`src/rtl/legv8_pkg.sv`:
```
// Shared types and encodings for the LEGv8 multi-cycle controller:
// FSM states, opcode classes, opcode match patterns and datapath select codes.
package legv8_pkg;

  localparam int unsigned OPCODE_W = 11;
  localparam int unsigned STATE_W  = 4;

  typedef enum logic [STATE_W-1:0] {
    ST_FETCH    = 4'd0,
    ST_DECODE   = 4'd1,
    ST_EXEC_R   = 4'd2,
    ST_R_WB     = 4'd3,
    ST_MEM_ADDR = 4'd4,
    ST_MEM_RD   = 4'd5,
    ST_MEM_WB   = 4'd6,
    ST_MEM_WR   = 4'd7,
    ST_BRANCH   = 4'd8,
    ST_JUMP     = 4'd9,
    ST_FAULT    = 4'd10
  } state_e;

  typedef enum logic [2:0] {
    OP_RTYPE   = 3'd0,
    OP_LDUR    = 3'd1,
    OP_STUR    = 3'd2,
    OP_CBZ     = 3'd3,
    OP_B       = 3'd4,
    OP_ILLEGAL = 3'd5
  } op_class_e;

  localparam logic [OPCODE_W-1:0] OPC_ADD  = 11'b10001011000;
  localparam logic [OPCODE_W-1:0] OPC_SUB  = 11'b11001011000;
  localparam logic [OPCODE_W-1:0] OPC_AND  = 11'b10001010000;
  localparam logic [OPCODE_W-1:0] OPC_ORR  = 11'b10101010000;
  localparam logic [OPCODE_W-1:0] OPC_LDUR = 11'b11111000010;
  localparam logic [OPCODE_W-1:0] OPC_STUR = 11'b11111000000;

  // CBZ and B carry immediate bits in the low opcode field; match under mask
  localparam logic [OPCODE_W-1:0] OPC_CBZ  = 11'b10110100000;
  localparam logic [OPCODE_W-1:0] OPM_CBZ  = 11'b11111111000;
  localparam logic [OPCODE_W-1:0] OPC_B    = 11'b00010100000;
  localparam logic [OPCODE_W-1:0] OPM_B    = 11'b11111100000;

  localparam logic [1:0] ALUOP_ADD   = 2'b00;
  localparam logic [1:0] ALUOP_PASS  = 2'b01;
  localparam logic [1:0] ALUOP_RTYPE = 2'b10;

  localparam logic [1:0] ALU_B_REG  = 2'b00;
  localparam logic [1:0] ALU_B_FOUR = 2'b01;
  localparam logic [1:0] ALU_B_IMM  = 2'b10;
  localparam logic [1:0] ALU_B_BR   = 2'b11;

  localparam logic [1:0] PC_SRC_ALU    = 2'b00;
  localparam logic [1:0] PC_SRC_ALUOUT = 2'b01;
  localparam logic [1:0] PC_SRC_JUMP   = 2'b10;

  typedef struct packed {
    logic       pc_write;
    logic       pc_write_cond;
    logic [1:0] pc_source;
    logic       i_or_d;
    logic       mem_read;
    logic       mem_write;
    logic       reg2loc;
    logic       alu_src_a;
    logic [1:0] alu_src_b;
    logic [1:0] alu_op;
    logic       mem_to_reg;
    logic       reg_write;
    logic       instr_done;
  } ctrl_t;

endpackage

```
`src/rtl/legv8_multicycle_ctrl_if.sv`:
```
// Controller <-> datapath/memory signal bundle; master is the controller side.
interface legv8_multicycle_ctrl_if;
  import legv8_pkg::*;

  logic [OPCODE_W-1:0] opcode;
  logic                zero;
  logic                mem_ready;

  logic                pc_write;
  logic                pc_write_cond;
  logic [1:0]          pc_source;
  logic                i_or_d;
  logic                mem_read;
  logic                mem_write;
  logic                ir_write;
  logic                reg2loc;
  logic                alu_src_a;
  logic [1:0]          alu_src_b;
  logic [1:0]          alu_op;
  logic                mem_to_reg;
  logic                reg_write;
  logic                instr_done;
  logic                fault;
  logic [STATE_W-1:0]  state_dbg;

  modport master (
    input  opcode, zero, mem_ready,
    output pc_write, pc_write_cond, pc_source, i_or_d, mem_read, mem_write,
           ir_write, reg2loc, alu_src_a, alu_src_b, alu_op, mem_to_reg,
           reg_write, instr_done, fault, state_dbg
  );

  modport slave (
    output opcode, zero, mem_ready,
    input  pc_write, pc_write_cond, pc_source, i_or_d, mem_read, mem_write,
           ir_write, reg2loc, alu_src_a, alu_src_b, alu_op, mem_to_reg,
           reg_write, instr_done, fault, state_dbg
  );

endinterface

```
`src/rtl/legv8_op_classify.sv`:
```
// Combinational opcode classifier: instruction[31:21] -> instruction class.
module legv8_op_classify
  import legv8_pkg::*;
(
  input  logic [OPCODE_W-1:0] i_opcode,
  output op_class_e           o_class_c
);

  always_comb begin
    o_class_c = OP_ILLEGAL;
    if (i_opcode == OPC_ADD || i_opcode == OPC_SUB ||
        i_opcode == OPC_AND || i_opcode == OPC_ORR) begin
      o_class_c = OP_RTYPE;
    end else if (i_opcode == OPC_LDUR) begin
      o_class_c = OP_LDUR;
    end else if (i_opcode == OPC_STUR) begin
      o_class_c = OP_STUR;
    end else if ((i_opcode & OPM_CBZ) == OPC_CBZ) begin
      o_class_c = OP_CBZ;
    end else if ((i_opcode & OPM_B) == OPC_B) begin
      o_class_c = OP_B;
    end
  end

endmodule

```
`src/rtl/legv8_multicycle_ctrl.sv`:
```
// LEGv8 multi-cycle main controller: sequences fetch/decode/execute/memory/
// write-back over a shared ALU and memory port, with a memory-wait watchdog.
module legv8_multicycle_ctrl
  import legv8_pkg::*;
#(
  parameter int unsigned MEM_WAIT_MAX = 15,
  parameter int unsigned CNT_W        = 4
) (
  input  logic                    clk,
  input  logic                    rst,
  legv8_multicycle_ctrl_if.master ctrl_bus
);

  state_e           r_state;
  ctrl_t            r_ctrl;
  logic             r_fault;
  logic [CNT_W-1:0] r_cnt;

  state_e           w_next;
  op_class_e        w_cls;
  logic             w_req;
  logic             w_done;
  logic             w_wait;
  logic             w_timeout;
  logic             w_fetch_done;
  logic [CNT_W-1:0] w_cnt_inc;
  logic             w_unused_zero;

  legv8_op_classify u_classify (
    .i_opcode  (ctrl_bus.opcode),
    .o_class_c (w_cls)
  );

  // Strobe set for the state being entered; registered so it aligns with r_state
  function automatic ctrl_t state_ctrl(input state_e s, input op_class_e c);
    ctrl_t v;
    v = '0;
    case (s)
      ST_FETCH: begin
        v.mem_read  = 1'b1;
        v.alu_src_b = ALU_B_FOUR;
        v.alu_op    = ALUOP_ADD;
        v.pc_source = PC_SRC_ALU;
      end
      ST_DECODE: begin
        v.alu_src_b = ALU_B_BR;
        v.alu_op    = ALUOP_ADD;
      end
      ST_EXEC_R: begin
        v.alu_src_a = 1'b1;
        v.alu_src_b = ALU_B_REG;
        v.alu_op    = ALUOP_RTYPE;
      end
      ST_R_WB: begin
        v.reg_write  = 1'b1;
        v.instr_done = 1'b1;
      end
      ST_MEM_ADDR: begin
        v.alu_src_a = 1'b1;
        v.alu_src_b = ALU_B_IMM;
        v.alu_op    = ALUOP_ADD;
        v.reg2loc   = (c == OP_STUR);
      end
      ST_MEM_RD: begin
        v.mem_read = 1'b1;
        v.i_or_d   = 1'b1;
      end
      ST_MEM_WB: begin
        v.reg_write  = 1'b1;
        v.mem_to_reg = 1'b1;
        v.instr_done = 1'b1;
      end
      ST_MEM_WR: begin
        v.mem_write = 1'b1;
        v.i_or_d    = 1'b1;
        v.reg2loc   = 1'b1;
      end
      ST_BRANCH: begin
        v.reg2loc       = 1'b1;
        v.alu_src_a     = 1'b1;
        v.alu_src_b     = ALU_B_REG;
        v.alu_op        = ALUOP_PASS;
        v.pc_write_cond = 1'b1;
        v.pc_source     = PC_SRC_ALUOUT;
        v.instr_done    = 1'b1;
      end
      ST_JUMP: begin
        v.pc_write   = 1'b1;
        v.pc_source  = PC_SRC_JUMP;
        v.instr_done = 1'b1;
      end
      default: v = '0;
    endcase
    return v;
  endfunction

  // Memory handshake only counts while a request is actually being driven
  assign w_req     = r_ctrl.mem_read | r_ctrl.mem_write;
  assign w_done    = w_req & ctrl_bus.mem_ready;
  assign w_wait    = w_req & ~ctrl_bus.mem_ready;
  assign w_cnt_inc = r_cnt + CNT_W'(1);
  assign w_timeout = (MEM_WAIT_MAX != 0) && w_wait && (w_cnt_inc == CNT_W'(MEM_WAIT_MAX));

  always_comb begin
    w_next = r_state;
    case (r_state)
      ST_FETCH: begin
        if (w_done)         w_next = ST_DECODE;
        else if (w_timeout) w_next = ST_FAULT;
      end
      ST_DECODE: begin
        case (w_cls)
          OP_RTYPE:         w_next = ST_EXEC_R;
          OP_LDUR, OP_STUR: w_next = ST_MEM_ADDR;
          OP_CBZ:           w_next = ST_BRANCH;
          OP_B:             w_next = ST_JUMP;
          default:          w_next = ST_FAULT;
        endcase
      end
      ST_EXEC_R:   w_next = ST_R_WB;
      ST_R_WB:     w_next = ST_FETCH;
      ST_MEM_ADDR: w_next = (w_cls == OP_STUR) ? ST_MEM_WR : ST_MEM_RD;
      ST_MEM_RD: begin
        if (w_done)         w_next = ST_MEM_WB;
        else if (w_timeout) w_next = ST_FAULT;
      end
      ST_MEM_WB:   w_next = ST_FETCH;
      ST_MEM_WR: begin
        if (w_done)         w_next = ST_FETCH;
        else if (w_timeout) w_next = ST_FAULT;
      end
      ST_BRANCH:   w_next = ST_FETCH;
      ST_JUMP:     w_next = ST_FETCH;
      ST_FAULT:    w_next = ST_FAULT;
      default:     w_next = ST_FAULT;
    endcase
  end

  always_ff @(posedge clk or posedge rst) begin
    if (rst) begin
      r_state <= ST_FETCH;
      r_ctrl  <= '0;
      r_fault <= 1'b0;
      r_cnt   <= '0;
    end else begin
      r_state <= w_next;
      r_ctrl  <= state_ctrl(w_next, w_cls);
      r_fault <= r_fault | (w_next == ST_FAULT);
      if (w_next != r_state) begin
        r_cnt <= '0;
      end else if (w_wait) begin
        r_cnt <= w_cnt_inc;
      end
    end
  end

  // Completion strobes must coincide with the memory's ready cycle, so they
  // are the registered request qualified by mem_ready.
  assign w_fetch_done = r_ctrl.mem_read & ~r_ctrl.i_or_d & ctrl_bus.mem_ready;

  assign ctrl_bus.ir_write      = w_fetch_done;
  assign ctrl_bus.pc_write      = r_ctrl.pc_write | w_fetch_done;
  assign ctrl_bus.instr_done    = r_ctrl.instr_done | (r_ctrl.mem_write & ctrl_bus.mem_ready);
  assign ctrl_bus.reg2loc       = r_ctrl.reg2loc |
                                  ((r_state == ST_DECODE) && (w_cls == OP_STUR || w_cls == OP_CBZ));
  assign ctrl_bus.pc_write_cond = r_ctrl.pc_write_cond;
  assign ctrl_bus.pc_source     = r_ctrl.pc_source;
  assign ctrl_bus.i_or_d        = r_ctrl.i_or_d;
  assign ctrl_bus.mem_read      = r_ctrl.mem_read;
  assign ctrl_bus.mem_write     = r_ctrl.mem_write;
  assign ctrl_bus.alu_src_a     = r_ctrl.alu_src_a;
  assign ctrl_bus.alu_src_b     = r_ctrl.alu_src_b;
  assign ctrl_bus.alu_op        = r_ctrl.alu_op;
  assign ctrl_bus.mem_to_reg    = r_ctrl.mem_to_reg;
  assign ctrl_bus.reg_write     = r_ctrl.reg_write;
  assign ctrl_bus.fault         = r_fault;
  assign ctrl_bus.state_dbg     = r_state;

  // zero gates the PC load in the datapath, not in the sequencer
  assign w_unused_zero = ctrl_bus.zero;

endmodule
```
`src/flat_wrapper.sv`:
```
// flat-port wrapper written by rule: the top's interface ports become plain ports
module legv8_multicycle_ctrl_flat import legv8_pkg::*;
#(
  parameter int unsigned MEM_WAIT_MAX = 15,
  parameter int unsigned CNT_W        = 4
)
  (clk, rst, ctrl_bus_opcode, ctrl_bus_zero, ctrl_bus_mem_ready, ctrl_bus_pc_write, ctrl_bus_pc_write_cond, ctrl_bus_pc_source, ctrl_bus_i_or_d, ctrl_bus_mem_read, ctrl_bus_mem_write, ctrl_bus_ir_write, ctrl_bus_reg2loc, ctrl_bus_alu_src_a, ctrl_bus_alu_src_b, ctrl_bus_alu_op, ctrl_bus_mem_to_reg, ctrl_bus_reg_write, ctrl_bus_instr_done, ctrl_bus_fault, ctrl_bus_state_dbg);
  legv8_multicycle_ctrl_if ctrl_bus_i ();
  input  logic clk;
  input  logic rst;
  input wire logic [$bits(ctrl_bus_i.opcode)-1:0] ctrl_bus_opcode;
  input wire logic [$bits(ctrl_bus_i.zero)-1:0] ctrl_bus_zero;
  input wire logic [$bits(ctrl_bus_i.mem_ready)-1:0] ctrl_bus_mem_ready;
  output wire logic [$bits(ctrl_bus_i.pc_write)-1:0] ctrl_bus_pc_write;
  output wire logic [$bits(ctrl_bus_i.pc_write_cond)-1:0] ctrl_bus_pc_write_cond;
  output wire logic [$bits(ctrl_bus_i.pc_source)-1:0] ctrl_bus_pc_source;
  output wire logic [$bits(ctrl_bus_i.i_or_d)-1:0] ctrl_bus_i_or_d;
  output wire logic [$bits(ctrl_bus_i.mem_read)-1:0] ctrl_bus_mem_read;
  output wire logic [$bits(ctrl_bus_i.mem_write)-1:0] ctrl_bus_mem_write;
  output wire logic [$bits(ctrl_bus_i.ir_write)-1:0] ctrl_bus_ir_write;
  output wire logic [$bits(ctrl_bus_i.reg2loc)-1:0] ctrl_bus_reg2loc;
  output wire logic [$bits(ctrl_bus_i.alu_src_a)-1:0] ctrl_bus_alu_src_a;
  output wire logic [$bits(ctrl_bus_i.alu_src_b)-1:0] ctrl_bus_alu_src_b;
  output wire logic [$bits(ctrl_bus_i.alu_op)-1:0] ctrl_bus_alu_op;
  output wire logic [$bits(ctrl_bus_i.mem_to_reg)-1:0] ctrl_bus_mem_to_reg;
  output wire logic [$bits(ctrl_bus_i.reg_write)-1:0] ctrl_bus_reg_write;
  output wire logic [$bits(ctrl_bus_i.instr_done)-1:0] ctrl_bus_instr_done;
  output wire logic [$bits(ctrl_bus_i.fault)-1:0] ctrl_bus_fault;
  output wire logic [$bits(ctrl_bus_i.state_dbg)-1:0] ctrl_bus_state_dbg;
  assign ctrl_bus_i.opcode = ctrl_bus_opcode;
  assign ctrl_bus_i.zero = ctrl_bus_zero;
  assign ctrl_bus_i.mem_ready = ctrl_bus_mem_ready;
  assign ctrl_bus_pc_write = ctrl_bus_i.pc_write;
  assign ctrl_bus_pc_write_cond = ctrl_bus_i.pc_write_cond;
  assign ctrl_bus_pc_source = ctrl_bus_i.pc_source;
  assign ctrl_bus_i_or_d = ctrl_bus_i.i_or_d;
  assign ctrl_bus_mem_read = ctrl_bus_i.mem_read;
  assign ctrl_bus_mem_write = ctrl_bus_i.mem_write;
  assign ctrl_bus_ir_write = ctrl_bus_i.ir_write;
  assign ctrl_bus_reg2loc = ctrl_bus_i.reg2loc;
  assign ctrl_bus_alu_src_a = ctrl_bus_i.alu_src_a;
  assign ctrl_bus_alu_src_b = ctrl_bus_i.alu_src_b;
  assign ctrl_bus_alu_op = ctrl_bus_i.alu_op;
  assign ctrl_bus_mem_to_reg = ctrl_bus_i.mem_to_reg;
  assign ctrl_bus_reg_write = ctrl_bus_i.reg_write;
  assign ctrl_bus_instr_done = ctrl_bus_i.instr_done;
  assign ctrl_bus_fault = ctrl_bus_i.fault;
  assign ctrl_bus_state_dbg = ctrl_bus_i.state_dbg;
  legv8_multicycle_ctrl #(.MEM_WAIT_MAX(MEM_WAIT_MAX), .CNT_W(CNT_W)) u_core (.clk(clk), .rst(rst), .ctrl_bus(ctrl_bus_i));
endmodule
```
`config.mk`:
```
export PLATFORM = sky130hd
export DESIGN_NAME = legv8_multicycle_ctrl_flat
export DESIGN_NICKNAME = d
export VERILOG_FILES = /design/src/rtl/legv8_pkg.sv /design/src/rtl/legv8_multicycle_ctrl_if.sv /design/src/rtl/legv8_op_classify.sv /design/src/rtl/legv8_multicycle_ctrl.sv /design/src/flat_wrapper.sv
export SDC_FILE = /design/constraint.sdc
export NUM_CORES = 1
export LEC_CHECK = 0
export CAP_MARGIN = 25
export CORE_MARGIN = 2
export CORE_UTILIZATION = 51
export CTS_CLUSTER_SIZE = 16
export DETAILED_ROUTE_END_ITERATION = 10
export PLACE_DENSITY = 0.84
export RECOVER_POWER = 25
export SLEW_MARGIN = 5
export SYNTH_ARGS = -nofsm -noshare
export SYNTH_HDL_FRONTEND = slang
export SYNTH_SLANG_ARGS = --single-unit
```
`constraint.sdc`:
```
create_clock -name clk -period 3.9 [get_ports clk]
set_input_delay 0.78 -clock clk [delete_from_list [all_inputs] [get_ports clk]]
set_output_delay 0.78 -clock clk [all_outputs]
set_load 0.01 [all_outputs]
```
==> flow_summary_export.csv, run 1 <==
group,metric,value,unit
setup_path,r2r_cells,7,
logic_synthesis,synth_edf_count,0,
detailed_routing,first_iter_violations,30,
sta,min_period_over_period,90.0,%
setup_path,crit_chain,"clkdlybuf4s50_1, nor4b_2, nand2_1, nor2_1, nor2_1, o21bai_1, clkdlybuf4s50_1",
pwr,leakage,0.000715,uW
sta,max_slew_margin,43.1,%
floorplan,rows,18,
logic_synthesis,yosysWarnings,0,
setup_path,startpoint_type,"primary input",
cells_and_area,multi_input_area,703,sq um
logic_synthesis,synth-simple-area-share,28.1,%
logic_synthesis,synth_top_family_by_area,"simple AND/OR/NAND/NOR gates",
cells_and_area,nets,192,
placement,hpwl,2.35,mm
global_routing,grt_pass1_vias,1135,
global_routing,grt_pass1_wl,5.13,mm
sta,setup_violations,0,
cells_and_area,mostFrequentLayoutCell,"clkdlybuf4s50_1",
sta,fmax,285,MHz
setup_path,crit_path_end_kind,"primary output",
detailed_routing,wl,3.05,mm
pwr,ir_drop,0.195,mV
floorplan,fp.dieH,56.1,microns
logic_synthesis,synth-xor-area-share,3.80,%
job,maxCapViolations,0,
setup_path,critPathMaxFanout,5,
logic_synthesis,syn_avg_cell_area,9.54,sq um
placement,place_congestion,0.907,
cts,post_cts_buffers,0,
hold_path,hp-class,"flip-flop to flip-flop",
detailed_routing,detail-route-antenna-nets,0,
sta,clock_skew,0.00456,ns
cells_and_area,drive_above_1_share,12.6,%
cts,clockRootBuffer,"clkbuf_4",
logic_synthesis,syn_area,1380,sq um
setup_path,slowest_stage,"clkdlybuf4s50_1",
cells_and_area,syn2layout_area_growth,24.7,%
cells_and_area,fillers,229,
setup_path,slowest_delay,0.55,ns
global_routing,grt_overflow,0,
setup_path,r2r_slack,1.43,ns
logic_synthesis,synth_top_flop_cell,"dfrtp_1",
cts,ctsResizeCount,0,
sta,fin_tns_setup,0,ns
setup_path,critical_path_arrival,2.73,ns
hold_path,holdCritStartpoint,"u_core.ctrl_bus.fault$_DFF_PP0_",
detailed_routing,vias,1179,
pwr,finalPower,381,uW
sta,worst_pin_slew,0.853,ns
cts,numCtsBuffers,3,
cts,cts_tree,"yes",
global_routing,antenna_found_initial,0,
logic_synthesis,synth_cell_types,52,
logic_synthesis,synthCells,145,
floorplan,core_area,2520,sq um
setup_path,r2r-start,"u_core.ctrl_bus.state_dbg[0]$_DFF_PP0_",
cts,hold_buffers,0,
logic_synthesis,synth_compound_area_share,16.5,%
sta,report.final.slew_viol_count,0,
setup_path,critPathRequiredTime,3.12,ns
logic_synthesis,seq_area_frac_synth,41.6,%
cts,h-tree-depth,1,
logic_synthesis,syn_nets,162,
logic_synthesis,ys_async_sr_fraction,100,%
placement,io_buffers,35,
global_routing,grtUsageTotal,20.4,%
detailed_routing,dr.pass1.iters,4,
logic_synthesis,synth_adder_area_share,1.81,%
cts,clock-sinks,23,
hold_path,hold_path_depth,1,
cells_and_area,final_cells,204,
hold_path,min_to,"u_core.ctrl_bus.fault$_DFF_PP0_",
detailed_routing,wire_per_inst,15.0,microns
cts,insertion_delay,0.32,ns
logic_synthesis,synthTopCellsByArea,"dfrtp_1 (42%), nor2_1 (4.9%), buf_4 (3.8%)",
sta,min_period,3.51,ns
floorplan,initial_core_util,54.8,%
floorplan,die_w,56.1,microns
logic_synthesis,yosysTopAreaCell,"dfrtp_1",
placement,place_inst,200,
floorplan,dieArea,3140,sq um
detailed_routing,vias_per_cell,5.78,
sta,grt_setup_unrepaired,"no",
cells_and_area,regArea,576,sq um
pwr,p_per_area,221,nW/um^2
floorplan,io_pins,37,
setup_path,r2r_end,"u_core.r_ctrl[8]$_DFF_PP0_",
status,outcome,"completed",
cells_and_area,final_cell_mix,"clkdlybuf4s50_1 (33), dfrtp_1 (23), nor2_1 (18), nand2_1 (11)",
cells_and_area,antennaDiodeCount,0,
logic_synthesis,synth_top_area_share,41.6,%
logic_synthesis,synth-seq-cells,23,
detailed_routing,post-route-drc-count,0,
setup_path,crit_type,"primary input to primary output",
sta,hold_viol_final,0,
global_routing,grt_max_degree,24,
cts,clockBufferDepth,2,
cts,clk_pin_slew,0.13,ns
logic_synthesis,synthMuxAreaShare,0.724,%
[cell type report]
cell class,count,area share [%]
well taps,30,2.18
clock buffers,3,1.31
inverters,8,1.74
repair buffers,35,20.3
multi-input cells,104,40.8
clock inverters,1,0.290
flip-flops and latches,23,33.4
[synthesized netlist by cell type (3+ instances only)]
master / n
nand2b_1: 3
dfrtp_1: 23
a21oi_1: 4
nor3_1: 3
o21ai_0: 3
nand3_1: 5
nor2_1: 18
buf_4: 7
inv_1: 6
xnor2_1: 6
nand2_1: 11
[cell families (layout without fill, tap and decap cells)]
group | after synthesis | count (layout)
simple gates | 65 | 65
compound gates | 30 | 30
flops | 23 | 23
buf+inv | 18 | 47
xor+xnor | 6 | 6
fa+ha+maj | 2 | 2
mux | 1 | 1
[per-layer routing]
metal / vias up / track usage [%] / wire [microns]
met5: - / 0 / 0
met2: 54 / 34.5 / 1520
met4: 0 / 8.50 / 50
li1: 565 / - / -
met1: 555 / 26.0 / 1280
met3: 5 / 2.79 / 199
[through the flow]
stage / util, % / hold slack (ns) / setup WS, ns / cell area [sq um]
after floorplan: - / 0.512 / 1.48 / 1380
after global placement: 67.3 / 0.453 / 0.467 / 1700
after detailed placement: 67.3 / 0.464 / 0.417 / 1700
after CTS: 68.4 / 0.495 / 0.397 / 1720
after global routing: 68.4 / 0.519 / 0.202 / 1720
final: 68.4 / 0.497 / 0.391 / 1720
[worst max-delay path: cells and delay by family]
family          cells  cell delay (ns)
buf+inv             2             0.99
compound gates      1             0.14
simple gates        4             0.82
[power by group]
| group | switching, uW | leakage, uW | internal (uW) | total [uW] |
|---|---|---|---|---|
| Sequential | 0 | 0.000306 | 238 | 238 |
| Clock | 76.9 | 0.0000177 | 38.5 | 115 |
| Combinational | 12.1 | 0.000392 | 14.6 | 26.7 |
| Total | 89.0 | 0.000715 | 292 | 381 |
[worst max path at each step]
stage,from,endpoint,slack [ns]
CTS,ctrl_bus_opcode[5],ctrl_bus_reg2loc,0.40
floorplan,ctrl_bus_opcode[5],ctrl_bus_reg2loc,1.48
global route,ctrl_bus_opcode[5],ctrl_bus_reg2loc,0.20
detailed placement,ctrl_bus_opcode[5],ctrl_bus_reg2loc,0.42
global placement,ctrl_bus_opcode[5],ctrl_bus_reg2loc,0.47
finish,ctrl_bus_opcode[5],ctrl_bus_reg2loc,0.39
Note: power is estimated with default switching activity, not from simulation.
==> inputs of run 2 (changes only) <==
--- a/config.mk
+++ b/config.mk
@@ -6,7 +6,7 @@
 export NUM_CORES = 1
 export LEC_CHECK = 0
 export CAP_MARGIN = 25
-export CORE_MARGIN = 2
+export CORE_MARGIN = 1
 export CORE_UTILIZATION = 51
 export CTS_CLUSTER_SIZE = 16
 export DETAILED_ROUTE_END_ITERATION = 10
==> run 2 against run 1 <==
Net effect: setup slack better by 0.0041 ns; global-route usage is 3.7 points higher; sequential cell count stayed put; clock skew is 0.0030 ns lower; clock power hardly changed; cell area hardly changed; register-to-register slack hardly changed; die area is 7.0% lower; cell count stayed put; worst hold slack worse by 0.0070 ns; maximum frequency is 0.12% higher; largest cell class unchanged; highest routed layer unchanged.
==> flow_summary_export.csv, run 2 (synthesized netlist as in run 1, its figures left out) <==
group,metric,value,unit
setup_path,crit_path_end_kind,"primary output",
setup_path,critPathRequiredTime,3.12,ns
pwr,ir_drop,0.152,mV
sta,fmax,285,MHz
sta,grt_setup_unrepaired,"no",
cts,cts_tree,"yes",
cts,clk_pin_slew,0.13,ns
sta,clock_skew,0.00152,ns
cells_and_area,nets,192,
cts,hold_buffers,0,
sta,timing.final.ws_setup,0.395,ns
hold_path,hold_path_depth,1,
floorplan,rows,18,
cells_and_area,final_cell_mix,"clkdlybuf4s50_1 (33), dfrtp_1 (23), nor2_1 (18), nand2_1 (11)",
sta,hold_viol_final,0,
setup_path,r2r_cells,7,
cts,ctsResizeCount,0,
global_routing,grt_pass1_wl,5.02,mm
global_routing,grt_busiest_layer,"met2",
placement,place_ws,0.432,ns
cts,h-tree-depth,1,
sta,setup_violations,0,
pwr,intPower,293,uW
global_routing,grtUsageTotal,24.0,%
floorplan,core_area,2520,sq um
cells_and_area,antennaDiodeCount,0,
sta,min_period_over_period,89.9,%
detailed_routing,post-route-drc-count,0,
placement,hpwl,2.33,mm
detailed_routing,dr.pass1.iters,4,
cts,insertion_delay,0.32,ns
detailed_routing,vias,1165,
setup_path,slowest_stage,"clkdlybuf4s50_1",
pwr,switching_power,90.1,uW
detailed_routing,wire_per_inst,14.9,microns
detailed_routing,first_iter_violations,26,
sta,fin_tns_setup,0,ns
pwr,p_per_area,222,nW/um^2
pwr,pwr-share-seq,62.2,%
detailed_routing,vias_per_cell,5.71,
cells_and_area,final_cells,204,
setup_path,slowest_delay,0.55,ns
sta,report.final.slew_viol_count,0,
global_routing,use_met3,1.69,%
placement,io_buffers,35,
status,outcome,"completed",
global_routing,antenna_found_initial,0,
setup_path,critPathMaxFanout,5,
global_routing,grt_overflow,0,
floorplan,dieArea,2920,sq um
pwr,combPwrFrac,7.0,%
cts,numCtsBuffers,3,
sta,holdWs,0.491,ns
floorplan,fp.dieH,54.1,microns
pwr,leakage,0.000712,uW
sta,worst_pin_slew,0.863,ns
floorplan,die_w,54.1,microns
cts,clock-sinks,23,
cts,clockBufferDepth,2,
sta,max_slew_margin,42.4,%
global_routing,grt_max_degree,24,
cells_and_area,syn2layout_area_growth,24.6,%
global_routing,grt_pass1_vias,1115,
pwr,clkPwrFrac,30.8,%
setup_path,critical_path_arrival,2.72,ns
floorplan,io_pins,37,
cells_and_area,fillers,211,
cts,post_cts_buffers,0,
setup_path,crit_chain,"clkdlybuf4s50_1, nor4b_2, nand2_1, nor2_1, nor2_1, o21bai_1, clkdlybuf4s50_1",
placement,place_inst,200,
cells_and_area,mostFrequentLayoutCell,"clkdlybuf4s50_1",
hold_path,hp-class,"flip-flop to flip-flop",
floorplan,initial_core_util,54.8,%
global_routing,met2_usage,44.2,%
global_routing,use_met1,29.4,%
setup_path,startpoint_type,"primary input",
cts,clockRootBuffer,"clkbuf_4",
pwr,swShare,23.5,%
cells_and_area,drive_above_1_share,12.1,%
detailed_routing,wl,3.05,mm
detailed_routing,detail-route-antenna-nets,0,
job,maxCapViolations,0,
sta,min_period,3.50,ns
placement,place_congestion,0.837,
setup_path,crit_type,"primary input to primary output",
-- run 2: final timing paths --
check	slack, ns	startpoint	end
max	0.40	ctrl_bus_opcode[5]	ctrl_bus_reg2loc
min	0.49	u_core.ctrl_bus.fault$_DFF_PP0_	u_core.ctrl_bus.fault$_DFF_PP0_
max reg2reg	1.43	u_core.ctrl_bus.state_dbg[0]$_DFF_PP0_	u_core.r_ctrl[8]$_DFF_PP0_
min reg2reg	0.49	u_core.ctrl_bus.fault$_DFF_PP0_	u_core.ctrl_bus.fault$_DFF_PP0_
max in group asynchronous	2.32	rst	u_core.r_cnt[1]$_DFFE_PP0P_
min in group asynchronous	1.06	rst	u_core.r_cnt[0]$_DFFE_PP0P_
-- run 2: final cells by class --
cell class | instances | area (sq um) | area share (%)
repair buffers | 35 | 350 | 20.3
well taps | 30 | 37.5 | 2.18
flip-flops and latches | 23 | 576 | 33.4
clock buffers | 4 | 26.3 | 1.53
multi-input cells | 104 | 703 | 40.8
inverters | 8 | 30.0 | 1.74
-- run 2: routing by layer --
layer | part of all wire (%) | up-vias
li1 | - | 563
met1 | 44 | 553
met5 | 0 | -
met2 | 50 | 42
met3 | 4.1 | 7
met4 | 1.9 | 0
-- run 2: worst max-delay path, delay by kind of cell --
family / cells / cell delay, ns
buffers and inverters: 2 / 0.98
AO/OA/AOI/OAI: 1 / 0.14
AND/OR/NAND/NOR: 4 / 0.83
-- run 2: power by group through the flow --
| stage | sequential (uW) | clock [uW] | combinational (uW) |
|---|---|---|---|
| 2_1_floorplan | 243 | 0 | 9.29 |
| 3_3_place_gp | 243 | 0 | 26.2 |
| 3_5_place_dp | 243 | 0 | 27.3 |
| 4_1_cts | 238 | 116 | 27.5 |
| 5_1_grt | 239 | 123 | 29.5 |
| 6_report | 238 | 118 | 26.7 |
-- run 2: per-stage QoR --
stage	cell area (sq um)	utilization [%]	total power, uW
finish	1720	68.3	383
global route	1720	68.3	391
CTS	1720	68.3	382
detailed placement	1700	67.3	270
global placement	1700	67.3	269
floorplan	1380	-	252
